--- src/rtl/vram_arb_pkg.sv ---
// Shared PPU definitions: VRAM widths, request-buffer record, read-owner tag
// and the default sizing of the VRAM arbiter.
package vram_arb_pkg;

  localparam int DEF_DEPTH        = 4;
  localparam int DEF_STARVE_LIMIT = 8;
  localparam int VRAM_AW          = 11;
  localparam int VRAM_DW          = 8;
  localparam int REQ_W            = 1 + VRAM_AW + VRAM_DW;

  typedef enum logic [1:0] {
    OWN_NONE = 2'd0,
    OWN_REND = 2'd1,
    OWN_CPU  = 2'd2
  } vram_owner_t;

  typedef struct packed {
    logic               we;
    logic [VRAM_AW-1:0] addr;
    logic [VRAM_DW-1:0] data;
  } vram_req_t;

  function automatic vram_req_t pack_req(input logic               we,
                                         input logic [VRAM_AW-1:0] addr,
                                         input logic [VRAM_DW-1:0] data);
    vram_req_t r;
    r.we   = we;
    r.addr = addr;
    r.data = data;
    return r;
  endfunction

endpackage

--- src/rtl/vram_arb_if.sv ---
// Bus bundle between the VRAM arbiter, its two requesters and the VRAM macro.
// master = requester/memory side, slave = arbiter side.
interface vram_arb_if;
  import vram_arb_pkg::*;

  logic               ppu_clk_en;
  logic               rendering;
  logic               rend_req;
  logic [VRAM_AW-1:0] rend_addr;
  logic               rend_gnt;
  logic [VRAM_DW-1:0] rend_rd_data;
  logic               rend_rd_valid;
  logic               cpu_req;
  logic               cpu_we;
  logic [VRAM_AW-1:0] cpu_addr;
  logic [VRAM_DW-1:0] cpu_wr_data;
  logic               cpu_rdy;
  logic [VRAM_DW-1:0] cpu_rd_data;
  logic               cpu_rd_valid;
  logic [VRAM_AW-1:0] vram_addr;
  logic               vram_re;
  logic               vram_we;
  logic [VRAM_DW-1:0] vram_wr_data;
  logic [VRAM_DW-1:0] vram_rd_data;

  modport master (
    output ppu_clk_en, rendering, rend_req, rend_addr,
           cpu_req, cpu_we, cpu_addr, cpu_wr_data, vram_rd_data,
    input  rend_gnt, rend_rd_data, rend_rd_valid, cpu_rdy, cpu_rd_data,
           cpu_rd_valid, vram_addr, vram_re, vram_we, vram_wr_data
  );

  modport slave (
    input  ppu_clk_en, rendering, rend_req, rend_addr,
           cpu_req, cpu_we, cpu_addr, cpu_wr_data, vram_rd_data,
    output rend_gnt, rend_rd_data, rend_rd_valid, cpu_rdy, cpu_rd_data,
           cpu_rd_valid, vram_addr, vram_re, vram_we, vram_wr_data
  );

endinterface

--- src/rtl/vram_req_fifo.sv ---
// In-order CPU request buffer: power-of-two depth, flushed by synchronous reset.
module vram_req_fifo
  import vram_arb_pkg::*;
#(
  parameter  int DEPTH = DEF_DEPTH,
  parameter  int WIDTH = REQ_W,
  localparam int AW    = $clog2(DEPTH),
  localparam int CW    = AW + 1
) (
  input  logic             clk_i,
  input  logic             rst_i,
  input  logic             push_i,
  input  logic             pop_i,
  input  logic [WIDTH-1:0] din_i,
  output logic [WIDTH-1:0] dout_o,
  output logic             full_o,
  output logic             empty_o,
  output logic [CW-1:0]    count_o
);

  logic [WIDTH-1:0] mem_q [DEPTH];
  logic [AW-1:0]    wr_ptr_q;
  logic [AW-1:0]    rd_ptr_q;
  logic [CW-1:0]    count_q;
  logic [CW-1:0]    count_d;
  logic             push_s;
  logic             pop_s;

  assign full_o  = (count_q == CW'(DEPTH));
  assign empty_o = (count_q == {CW{1'b0}});
  assign count_o = count_q;
  assign dout_o  = mem_q[rd_ptr_q];
  assign push_s  = push_i && !full_o;
  assign pop_s   = pop_i && !empty_o;

  always_comb begin
    case ({push_s, pop_s})
      2'b10:   count_d = count_q + CW'(1);
      2'b01:   count_d = count_q - CW'(1);
      default: count_d = count_q;
    endcase
  end

  always_ff @(posedge clk_i) begin
    if (rst_i) begin
      wr_ptr_q <= {AW{1'b0}};
      rd_ptr_q <= {AW{1'b0}};
      count_q  <= {CW{1'b0}};
    end else begin
      if (push_s) wr_ptr_q <= wr_ptr_q + AW'(1);
      if (pop_s)  rd_ptr_q <= rd_ptr_q + AW'(1);
      count_q <= count_d;
    end
  end

  // Storage needs no reset: pointers and count define what is valid.
  always_ff @(posedge clk_i) begin
    if (push_s) mem_q[wr_ptr_q] <= din_i;
  end

endmodule

--- src/rtl/vram_arb.sv ---
// VRAM arbiter between the PPU renderer and buffered CPU accesses, with
// starvation override and a two-stage owner-tagged read-return pipeline.
module vram_arb
  import vram_arb_pkg::*;
#(
  parameter int DEPTH        = DEF_DEPTH,
  parameter int STARVE_LIMIT = DEF_STARVE_LIMIT
) (
  input logic        clk,
  input logic        rst,
  vram_arb_if.slave  bus
);

  localparam int CW    = $clog2(DEPTH) + 1;
  localparam int AGE_W = $clog2(STARVE_LIMIT) + 1;
  localparam logic [AGE_W-1:0] AGE_MAX   = {AGE_W{1'b1}};
  localparam logic [AGE_W-1:0] STARVE_TH = AGE_W'(STARVE_LIMIT);
  localparam logic [CW-1:0]    DEPTH_C   = CW'(DEPTH);

  logic                fifo_full_s, fifo_empty_s;
  logic [CW-1:0]       fifo_count_s, cnt_next_s;
  logic [REQ_W-1:0]    head_raw_s;
  vram_req_t           head_s, push_data_s;
  logic                push_s, sel_cpu_s, sel_rend_s, starve_s;
  logic                cpu_rdy_q, cpu_rdy_d;
  logic [AGE_W-1:0]    age_q, age_d;

  logic [VRAM_AW-1:0]  vram_addr_q, vram_addr_d;
  logic                vram_re_q, vram_re_d, vram_we_q, vram_we_d;
  logic [VRAM_DW-1:0]  vram_wr_data_q, vram_wr_data_d;
  logic                rend_gnt_q, rend_gnt_d;
  vram_owner_t         own_iss_q, own_iss_d, own_ret_q;
  logic [VRAM_DW-1:0]  rend_rd_data_q, rend_rd_data_d, cpu_rd_data_q, cpu_rd_data_d;
  logic                rend_rd_valid_q, rend_rd_valid_d, cpu_rd_valid_q, cpu_rd_valid_d;

  assign push_data_s = pack_req(bus.cpu_we, bus.cpu_addr, bus.cpu_wr_data);
  assign head_s      = vram_req_t'(head_raw_s);
  assign push_s      = bus.cpu_req && cpu_rdy_q && !fifo_full_s;
  assign starve_s    = (age_q >= STARVE_TH);

  vram_req_fifo #(.DEPTH(DEPTH), .WIDTH(REQ_W)) u_fifo (
    .clk_i   (clk),
    .rst_i   (rst),
    .push_i  (push_s),
    .pop_i   (sel_cpu_s),
    .din_i   (push_data_s),
    .dout_o  (head_raw_s),
    .full_o  (fifo_full_s),
    .empty_o (fifo_empty_s),
    .count_o (fifo_count_s)
  );

  always_comb begin
    sel_cpu_s  = 1'b0;
    sel_rend_s = 1'b0;
    if (bus.ppu_clk_en) begin
      if (!fifo_empty_s && (starve_s || !(bus.rendering && bus.rend_req))) begin
        sel_cpu_s = 1'b1;
      end else if (bus.rend_req) begin
        sel_rend_s = 1'b1;
      end else begin
        sel_cpu_s  = 1'b0;
        sel_rend_s = 1'b0;
      end
    end else begin
      sel_cpu_s  = 1'b0;
      sel_rend_s = 1'b0;
    end
  end

  // Ready is registered from the post-edge count, so a pop only frees a slot next cycle.
  always_comb begin
    case ({push_s, sel_cpu_s})
      2'b10:   cnt_next_s = fifo_count_s + CW'(1);
      2'b01:   cnt_next_s = fifo_count_s - CW'(1);
      default: cnt_next_s = fifo_count_s;
    endcase
    cpu_rdy_d = (cnt_next_s < DEPTH_C);
  end

  always_comb begin
    age_d = age_q;
    if (fifo_empty_s || sel_cpu_s) begin
      age_d = {AGE_W{1'b0}};
    end else if (bus.ppu_clk_en) begin
      if (age_q != AGE_MAX) age_d = age_q + AGE_W'(1);
      else                  age_d = age_q;
    end else begin
      age_d = age_q;
    end
  end

  always_comb begin
    vram_addr_d    = {VRAM_AW{1'b0}};
    vram_re_d      = 1'b0;
    vram_we_d      = 1'b0;
    vram_wr_data_d = {VRAM_DW{1'b0}};
    rend_gnt_d     = 1'b0;
    own_iss_d      = OWN_NONE;
    if (sel_cpu_s) begin
      vram_addr_d = head_s.addr;
      vram_we_d   = head_s.we;
      vram_re_d   = !head_s.we;
      if (head_s.we) vram_wr_data_d = head_s.data;
      else           own_iss_d      = OWN_CPU;
    end else if (sel_rend_s) begin
      vram_addr_d = bus.rend_addr;
      vram_re_d   = 1'b1;
      rend_gnt_d  = 1'b1;
      own_iss_d   = OWN_REND;
    end else begin
      own_iss_d   = OWN_NONE;
    end
  end

  always_comb begin
    rend_rd_data_d  = rend_rd_data_q;
    cpu_rd_data_d   = cpu_rd_data_q;
    rend_rd_valid_d = 1'b0;
    cpu_rd_valid_d  = 1'b0;
    case (own_ret_q)
      OWN_REND: begin
        rend_rd_data_d  = bus.vram_rd_data;
        rend_rd_valid_d = 1'b1;
      end
      OWN_CPU: begin
        cpu_rd_data_d  = bus.vram_rd_data;
        cpu_rd_valid_d = 1'b1;
      end
      default: begin
        rend_rd_valid_d = 1'b0;
        cpu_rd_valid_d  = 1'b0;
      end
    endcase
  end

  always_ff @(posedge clk) begin
    if (rst) begin
      cpu_rdy_q       <= 1'b0;
      age_q           <= {AGE_W{1'b0}};
      vram_addr_q     <= {VRAM_AW{1'b0}};
      vram_re_q       <= 1'b0;
      vram_we_q       <= 1'b0;
      vram_wr_data_q  <= {VRAM_DW{1'b0}};
      rend_gnt_q      <= 1'b0;
      own_iss_q       <= OWN_NONE;
      own_ret_q       <= OWN_NONE;
      rend_rd_data_q  <= {VRAM_DW{1'b0}};
      cpu_rd_data_q   <= {VRAM_DW{1'b0}};
      rend_rd_valid_q <= 1'b0;
      cpu_rd_valid_q  <= 1'b0;
    end else begin
      cpu_rdy_q       <= cpu_rdy_d;
      age_q           <= age_d;
      vram_addr_q     <= vram_addr_d;
      vram_re_q       <= vram_re_d;
      vram_we_q       <= vram_we_d;
      vram_wr_data_q  <= vram_wr_data_d;
      rend_gnt_q      <= rend_gnt_d;
      own_iss_q       <= own_iss_d;
      own_ret_q       <= own_iss_q;
      rend_rd_data_q  <= rend_rd_data_d;
      cpu_rd_data_q   <= cpu_rd_data_d;
      rend_rd_valid_q <= rend_rd_valid_d;
      cpu_rd_valid_q  <= cpu_rd_valid_d;
    end
  end

  assign bus.cpu_rdy       = cpu_rdy_q;
  assign bus.vram_addr     = vram_addr_q;
  assign bus.vram_re       = vram_re_q;
  assign bus.vram_we       = vram_we_q;
  assign bus.vram_wr_data  = vram_wr_data_q;
  assign bus.rend_gnt      = rend_gnt_q;
  assign bus.rend_rd_data  = rend_rd_data_q;
  assign bus.rend_rd_valid = rend_rd_valid_q;
  assign bus.cpu_rd_data   = cpu_rd_data_q;
  assign bus.cpu_rd_valid  = cpu_rd_valid_q;

endmodule

--- src/flat_wrapper.sv ---
// flat-port wrapper written by rule: the top's interface ports become plain ports
module vram_arb_flat import vram_arb_pkg::*;
#(
  parameter int DEPTH        = DEF_DEPTH,
  parameter int STARVE_LIMIT = DEF_STARVE_LIMIT
)
  (clk, rst, bus_ppu_clk_en, bus_rendering, bus_rend_req, bus_rend_addr, bus_cpu_req, bus_cpu_we, bus_cpu_addr, bus_cpu_wr_data, bus_vram_rd_data, bus_rend_gnt, bus_rend_rd_data, bus_rend_rd_valid, bus_cpu_rdy, bus_cpu_rd_data, bus_cpu_rd_valid, bus_vram_addr, bus_vram_re, bus_vram_we, bus_vram_wr_data);
  vram_arb_if bus_i ();
  input logic clk;
  input logic rst;
  input wire logic [$bits(bus_i.ppu_clk_en)-1:0] bus_ppu_clk_en;
  input wire logic [$bits(bus_i.rendering)-1:0] bus_rendering;
  input wire logic [$bits(bus_i.rend_req)-1:0] bus_rend_req;
  input wire logic [$bits(bus_i.rend_addr)-1:0] bus_rend_addr;
  input wire logic [$bits(bus_i.cpu_req)-1:0] bus_cpu_req;
  input wire logic [$bits(bus_i.cpu_we)-1:0] bus_cpu_we;
  input wire logic [$bits(bus_i.cpu_addr)-1:0] bus_cpu_addr;
  input wire logic [$bits(bus_i.cpu_wr_data)-1:0] bus_cpu_wr_data;
  input wire logic [$bits(bus_i.vram_rd_data)-1:0] bus_vram_rd_data;
  output wire logic [$bits(bus_i.rend_gnt)-1:0] bus_rend_gnt;
  output wire logic [$bits(bus_i.rend_rd_data)-1:0] bus_rend_rd_data;
  output wire logic [$bits(bus_i.rend_rd_valid)-1:0] bus_rend_rd_valid;
  output wire logic [$bits(bus_i.cpu_rdy)-1:0] bus_cpu_rdy;
  output wire logic [$bits(bus_i.cpu_rd_data)-1:0] bus_cpu_rd_data;
  output wire logic [$bits(bus_i.cpu_rd_valid)-1:0] bus_cpu_rd_valid;
  output wire logic [$bits(bus_i.vram_addr)-1:0] bus_vram_addr;
  output wire logic [$bits(bus_i.vram_re)-1:0] bus_vram_re;
  output wire logic [$bits(bus_i.vram_we)-1:0] bus_vram_we;
  output wire logic [$bits(bus_i.vram_wr_data)-1:0] bus_vram_wr_data;
  assign bus_i.ppu_clk_en = bus_ppu_clk_en;
  assign bus_i.rendering = bus_rendering;
  assign bus_i.rend_req = bus_rend_req;
  assign bus_i.rend_addr = bus_rend_addr;
  assign bus_i.cpu_req = bus_cpu_req;
  assign bus_i.cpu_we = bus_cpu_we;
  assign bus_i.cpu_addr = bus_cpu_addr;
  assign bus_i.cpu_wr_data = bus_cpu_wr_data;
  assign bus_i.vram_rd_data = bus_vram_rd_data;
  assign bus_rend_gnt = bus_i.rend_gnt;
  assign bus_rend_rd_data = bus_i.rend_rd_data;
  assign bus_rend_rd_valid = bus_i.rend_rd_valid;
  assign bus_cpu_rdy = bus_i.cpu_rdy;
  assign bus_cpu_rd_data = bus_i.cpu_rd_data;
  assign bus_cpu_rd_valid = bus_i.cpu_rd_valid;
  assign bus_vram_addr = bus_i.vram_addr;
  assign bus_vram_re = bus_i.vram_re;
  assign bus_vram_we = bus_i.vram_we;
  assign bus_vram_wr_data = bus_i.vram_wr_data;
  vram_arb #(.DEPTH(DEPTH), .STARVE_LIMIT(STARVE_LIMIT)) u_core (.clk(clk), .rst(rst), .bus(bus_i));
endmodule
--- config.mk ---
export PLATFORM = sky130hd
export DESIGN_NAME = vram_arb_flat
export DESIGN_NICKNAME = d
export VERILOG_FILES = /design/src/rtl/vram_arb_pkg.sv /design/src/rtl/vram_arb_if.sv /design/src/rtl/vram_req_fifo.sv /design/src/rtl/vram_arb.sv /design/src/flat_wrapper.sv
export SDC_FILE = /design/constraint.sdc
export NUM_CORES = 1
export LEC_CHECK = 0
export ABC_CLOCK_PERIOD_IN_PS = 2940
export CORE_UTILIZATION = 30
export CTS_CLUSTER_DIAMETER = 150
export DETAILED_ROUTE_END_ITERATION = 8
export GPL_ROUTABILITY_DRIVEN = 0
export SYNTH_ARGS = -nofsm -noshare
export SYNTH_HDL_FRONTEND = slang
export SYNTH_SLANG_ARGS = --single-unit
--- constraint.sdc ---
create_clock -name clk -period 2.94 [get_ports clk]
set_clock_uncertainty 0.15 [all_clocks]
set_input_delay 0.294 -clock clk [delete_from_list [all_inputs] [get_ports clk]]
set_output_delay 0.294 -clock clk [all_outputs]
set_load 0.02 [all_outputs]
After elaboration in Yosys (flattened, before gate mapping)
Memories as Yosys holds them, arrays and structs flattened. A register that Yosys moved wholly into a read port is not among the register bits.
Index checks and enable logic that the tools add are counted.
{"block": "word_totals", "word_cells": 73, "output_inout_bits": 41, "register_bits": 56, "inputBits": 45, "mem_bits_rw": 80, "latch_bits": 0, "n_memories": 1, "romBits": 0}
{"name": "u_core.u_fifo.mem_q", "depth": 4, "width": 20, "read_ports": 1, "rd_ports_with_merged_regs": 1, "wr": 1, "line_no": "vram_req_fifo.sv:21", "text": "logic [WIDTH-1:0] mem_q [DEPTH];"}
{"block": "classes", "n_bitwise": 2, "multipliers": 0, "muxes": 20, "shifts": 0, "eq_ne": 8, "add_sub_neg": 5, "div_mod_pow": 0, "order_cmp": 2, "reduce_logical": 19}
{"cell": "$mux 11", "count": 2}
{"cell": "$mux 1", "count": 12}
{"cell": "$pmux 3 s2", "count": 2}
{"cell": "$mux 2", "count": 4}
{"cell": "$eq 2x1->1 const B", "count": 3}
{"cell": "$eq 2x2->1 const B", "count": 3}
{"cell": "$logic_and 1x1->1", "count": 6}
{"cell": "$reduce_or 2->1", "count": 3}
{"cell": "$add 2x1->2 const B", "count": 2}
{"cell": "$add 4x1->4 const B", "count": 1}
{"cell": "$ge 4x4->1 const B", "count": 1}
{"cell": "$logic_not 1->1", "count": 4}
{"cell": "$ne 4x4->1 const B", "count": 1}
{"cell": "$add 3x1->3 const B", "count": 1}
{"cell": "$eq 3x3->1 const B", "count": 1}
{"cell": "$logic_not 3->1", "count": 1}
{"cell": "$lt 3x3->1 const B", "count": 1}
{"cell": "$reduce_or 3->1", "count": 1}
{"cell": "$sub 3x1->3 const B", "count": 1}
{"cell": "$logic_or 1x1->1", "count": 2}
{"cell": "$not 1->1", "count": 2}
{"cell": "$reduce_and 2->1", "count": 1}
{"cell": "$reduce_bool 2->1", "count": 1}

Longest topological paths before layout
{"block": "depth", "word_depth": 9, "depth_mapped": 10, "mapped_depth_nobuf": 9}

By module
From an unflattened synthesis, not the netlist that was laid out.
{"block": "unflattened", "hier_cells": 334, "hier_area_um2": 5104.9}
{"mod": "vram_req_fifo", "cells_per_inst": 158, "seq_area_each_um2": 2582.5, "area_per_inst_um2": 3362.0, "n_inst": 1}
{"mod": "vram_arb", "cells_per_inst": 176, "seq_area_each_um2": 960.9, "area_per_inst_um2": 1742.9, "n_inst": 1}

Least setup slack after synthesis
OpenSTA, ideal clock, no wires.
{"block": "synth_path", "path_type": "reg-to-reg", "from": "reg u_core.u_fifo.count_q[0], in the netlist u_core.u_fifo.count_o[0]", "to": "reg u_core.u_fifo.count_q[2], in the netlist u_core.u_fifo.count_o[2]", "setup_ns": 0.070, "t_required_ns": 2.720, "path_stages_with_launch": 9, "path_buffers": 1, "arrival_ns": 1.939, "period_less_slack_ns": 2.159, "setup_slack_ns": 0.781, "cell_sequence": "dfxtp_1 inv_1 ha_1 nor2b_1 buf_2 nor3_2 ha_1 or3_1 a21oi_1"}
{"block": "synth_between", "elab_chain_cells": 8, "word_cells_on_any_way": 16, "cone_classes": "add/sub (2); eq/ne (3); mux (3); reduce/logical (8)"}
{"element": "from (decl)", "line_no": "vram_req_fifo.sv:24", "text": "logic [CW-1:0] count_q;"}
{"element": "from (signal assigned)", "line_no": "vram_req_fifo.sv:48", "text": "count_q <= {CW{1'b0}};"}
{"element": "from (signal assigned)", "line_no": "vram_req_fifo.sv:52", "text": "count_q <= count_d;"}
{"element": "$logic_not 3->1 (*)", "line_no": "vram_req_fifo.sv:30", "text": "assign empty_o = (count_q == {CW{1'b0}});"}
{"element": "$logic_not 1->1 (*)", "line_no": "vram_req_fifo.sv:34, vram_arb.sv:57"}
{"element": "$logic_and 1x1->1", "line_no": "vram_arb.sv:57", "text": "if (!fifo_empty_s && (starve_s || !(bus.rendering && bus.rend_req))) begin"}
{"element": "$mux 1", "line_no": "vram_arb.sv:57"}
{"element": "$mux 1", "line_no": "vram_arb.sv:56", "text": "if (bus.ppu_clk_en) begin"}
{"element": "$logic_and 1x1->1 (*)", "line_no": "vram_req_fifo.sv:34", "text": "assign pop_s = pop_i && !empty_o;"}
{"element": "net u_core.u_fifo.pop_s", "line_no": "vram_req_fifo.sv:27", "text": "logic pop_s;"}
{"element": "$eq 2x1->1 or $eq 2x2->1 (tied branches)", "line_no": "vram_req_fifo.sv:37", "text": "case ({push_s, pop_s})"}
{"element": "$pmux 3 s2 or $reduce_bool 2->1 (tied branches)"}
Mark *: on every way through the listed nets, which the timed path passes. The rest lies on a longest branch.
A chain may end at the register's enable or synchronous reset.

Final worst setup path
Same ends and word-level chain as after synthesis.

==> results.tsv <==
metric	value	unit
status	completed	
core_area	16600	um2
ioPinCount	86	
first_pass_iters	4	
clkPwrFrac	38.6	%
p_sw	1.26	mW
clk_latency	0.41	ns
finalMaxSlewViolations	0	
initial_core_util	30.9	%
seqPwrFrac	44.5	%
gr-usage-all-layers	12.3	%
cts.sink_count	137	
cts-root-buf	clkbuf_16	
fin_crit_sh	82.2	%
syn_area	5140	um2
total_power	4.97	mW
synth-seq-cells	137	
power_frac_comb	17.0	%
port_buffers	85	
swShare	25.4	%
rsz0062_at_grt	no	
worstHoldStart	u_core.own_iss_q[1]	
drcViolationCount	0	
antenna_found_initial	0	
r2r_start	u_core.u_fifo.count_o[0]	
fmax	0.414	GHz
ant_nets	0	
dr_total_vias	3088	
fp-row-count	47	
yosys_warnings	0	
p_leak	2.27	nW
grt_pass1_wl	16.2	mm
syn_avg_cell_area	14.6	um2
nNetsFinal	505	
crit_type	flop to flop	
place_hpwl	6.67	mm
viasPerCell	4.53	
synthDistinctLibCells	39	
end_kind	flop	
clockBufferDepth	2	
die_w	133	um
cp.arrival	2.61	ns
wire_per_inst	14.9	um
synth_seq_area_share	68.9	%
die_area	17700	um2
synthesis.nets	409	
grt_max_degree	31	
grt_pass1_vias	3177	
crit_path_max_fanout	9	
required	3.13	ns
cts_tree	done	
worstMarginPinSlew	1.11	ns
cts_htree_levels	4	
final_util	40.8	%
slew_headroom	25.1	%
drive_gt1_share	14.1	%
powerDensity	731	nW/um2
finalSetupViolCount	0	
path_clk_slew	0.06	ns
final_common_cell	clkdlybuf4s50_1	
drtIter0Drc	150	
layout_common_cells	clkdlybuf4s50_1, edfxtp_1, dfxtp_1	
postCtsHoldBufs	0	
tns	0	ns
ir_drop	0.457	mV
drv_cap	0	
worstSetupStartpoint	u_core.u_fifo.count_o[0]	
hp-class	flop to flop	
die_h	133	um
overflow	0	
cts_resized	0	
syn_to_final_growth	32.1	%
netlist_instances	352	
p_int	3.71	mW
post_cts_buffers	0	
worstSetupStartpointType	flop	
cts_made_buffers	17	
antennaDiodeCount	0	
wirelength	10.2	mm
final_hold_viol_count	0	
fin_crit	2.42	ns
## power by group through the flow
stage	clock [mW]	sequential [mW]	combinational, mW
final	1.92	2.21	0.844
after global routing	2.07	2.22	0.924
after CTS	1.96	2.21	0.858
after detailed placement	0	2.25	0.853
after global placement	0	2.25	0.837
after floorplan	0	2.29	0.517
## worst max-delay path, stage by stage, from the launching register on
cell and delay (ns):
dfxtp_1 0.33, inv_1 0.09, ha_1 0.19, nor2b_1 0.51, nor3_2 0.16, ha_1 0.38, or3_1 0.39, a21oi_1 0.14
## metal layers
metal | vias up | track usage (%) | routed length [um]
met5 | - | 0 | 0
met4 | 0 | 4.79 | 128
met3 | 13 | 4.29 | 560
met2 | 80 | 20.0 | 5030
met1 | 1502 | 14.9 | 4440
li1 | 1493 | - | -
## logic make-up (layout without fill, tap and decap cells)
logic type | after synthesis | in the layout | synth area share, %
AND/OR/NAND/NOR | 97 | 97 | 9.49
buffers and inverters | 30 | 139 | 2.72
adder cells (fa/ha/maj) | 12 | 12 | 2.92
XOR/XNOR | 2 | 2 | 0.341
multiplexers | 23 | 23 | 9.39
AO/OA/AOI/OAI | 51 | 51 | 6.23
flip-flops | 137 | 137 | 68.9
## through the flow
stage	instance area, um2	setup slack (ns)	std cells	hold WS [ns]
finish	6790	0.523	681	0.288
global route	6790	0.352	681	0.319
CTS	6790	0.526	681	0.294
detailed placement	6250	0.408	649	0.277
global placement	6250	0.459	649	0.273
floorplan	5140	0.781	352	0.243
## final timing paths
kind,depth (start not counted),to,slack (ns)
worst max-delay path,7,u_core.u_fifo.count_o[2],0.52
worst min-delay path,1,u_core.own_ret_q[1],0.29
worst max register to register,7,u_core.u_fifo.count_o[2],0.52
worst min register to register,1,u_core.own_ret_q[1],0.29
## registers in the layout, summed over array words and instances (netlist names), 2 cells and up, named ones only
signal / count
u_core.u_fifo.mem_q: 80
u_core.u_fifo.rd_ptr_q: 2
u_core.own_ret_q: 2
u_core.bus.vram_wr_data: 8
u_core.bus.rend_rd_data: 8
u_core.bus.vram_addr: 11
u_core.u_fifo.count_o: 3
u_core.age_q: 4
u_core.bus.cpu_rd_data: 8
u_core.u_fifo.wr_ptr_q: 2
## cell type report
type,count,area [um2]
Clock buffer,22,474
Sequential cell,137,3540
Multi-Input combinational cell,185,1460
Tap cell,220,275
Clock inverter,10,70.1
Timing Repair Buffer,95,926
Inverter,12,45.0
Fill cell,1531,9850
## synthesized netlist by cell type
library cell,number,area share (%)
inv_1,12,0.88
o22ai_1,1,0.12
buf_2,7,0.68
nand2b_1,4,0.49
nor3_1,4,0.39
buf_1,4,0.29
o2bb2ai_1,11,1.9
nor2_1,7,0.51
or3_1,2,0.24
nand3b_1,1,0.15
o21ai_0,7,0.68
nand3_1,14,1.4
and3_1,2,0.24
clkbuf_1,4,0.29
nor2b_1,15,1.8
xor2_1,2,0.34
nand2_1,36,2.6
buf_6,2,0.44
or2_2,1,0.12
a22oi_1,1,0.15
or4_1,1,0.15
buf_4,1,0.15
a221o_1,1,0.19
dfxtp_1,57,22
and3b_1,1,0.17
a211oi_1,2,0.29
mux4_2,20,8.8
mux2i_1,1,0.19
ha_1,12,2.9
a2111oi_0,1,0.17
edfxtp_1,80,47
o31ai_1,1,0.15
and2_1,5,0.61
a21oi_1,25,2.4
nor3_2,1,0.19
or3b_2,1,0.17
nand4_1,2,0.24
mux2_2,2,0.44
a211o_1,1,0.17
Note: power is estimated with default switching activity, not from simulation.
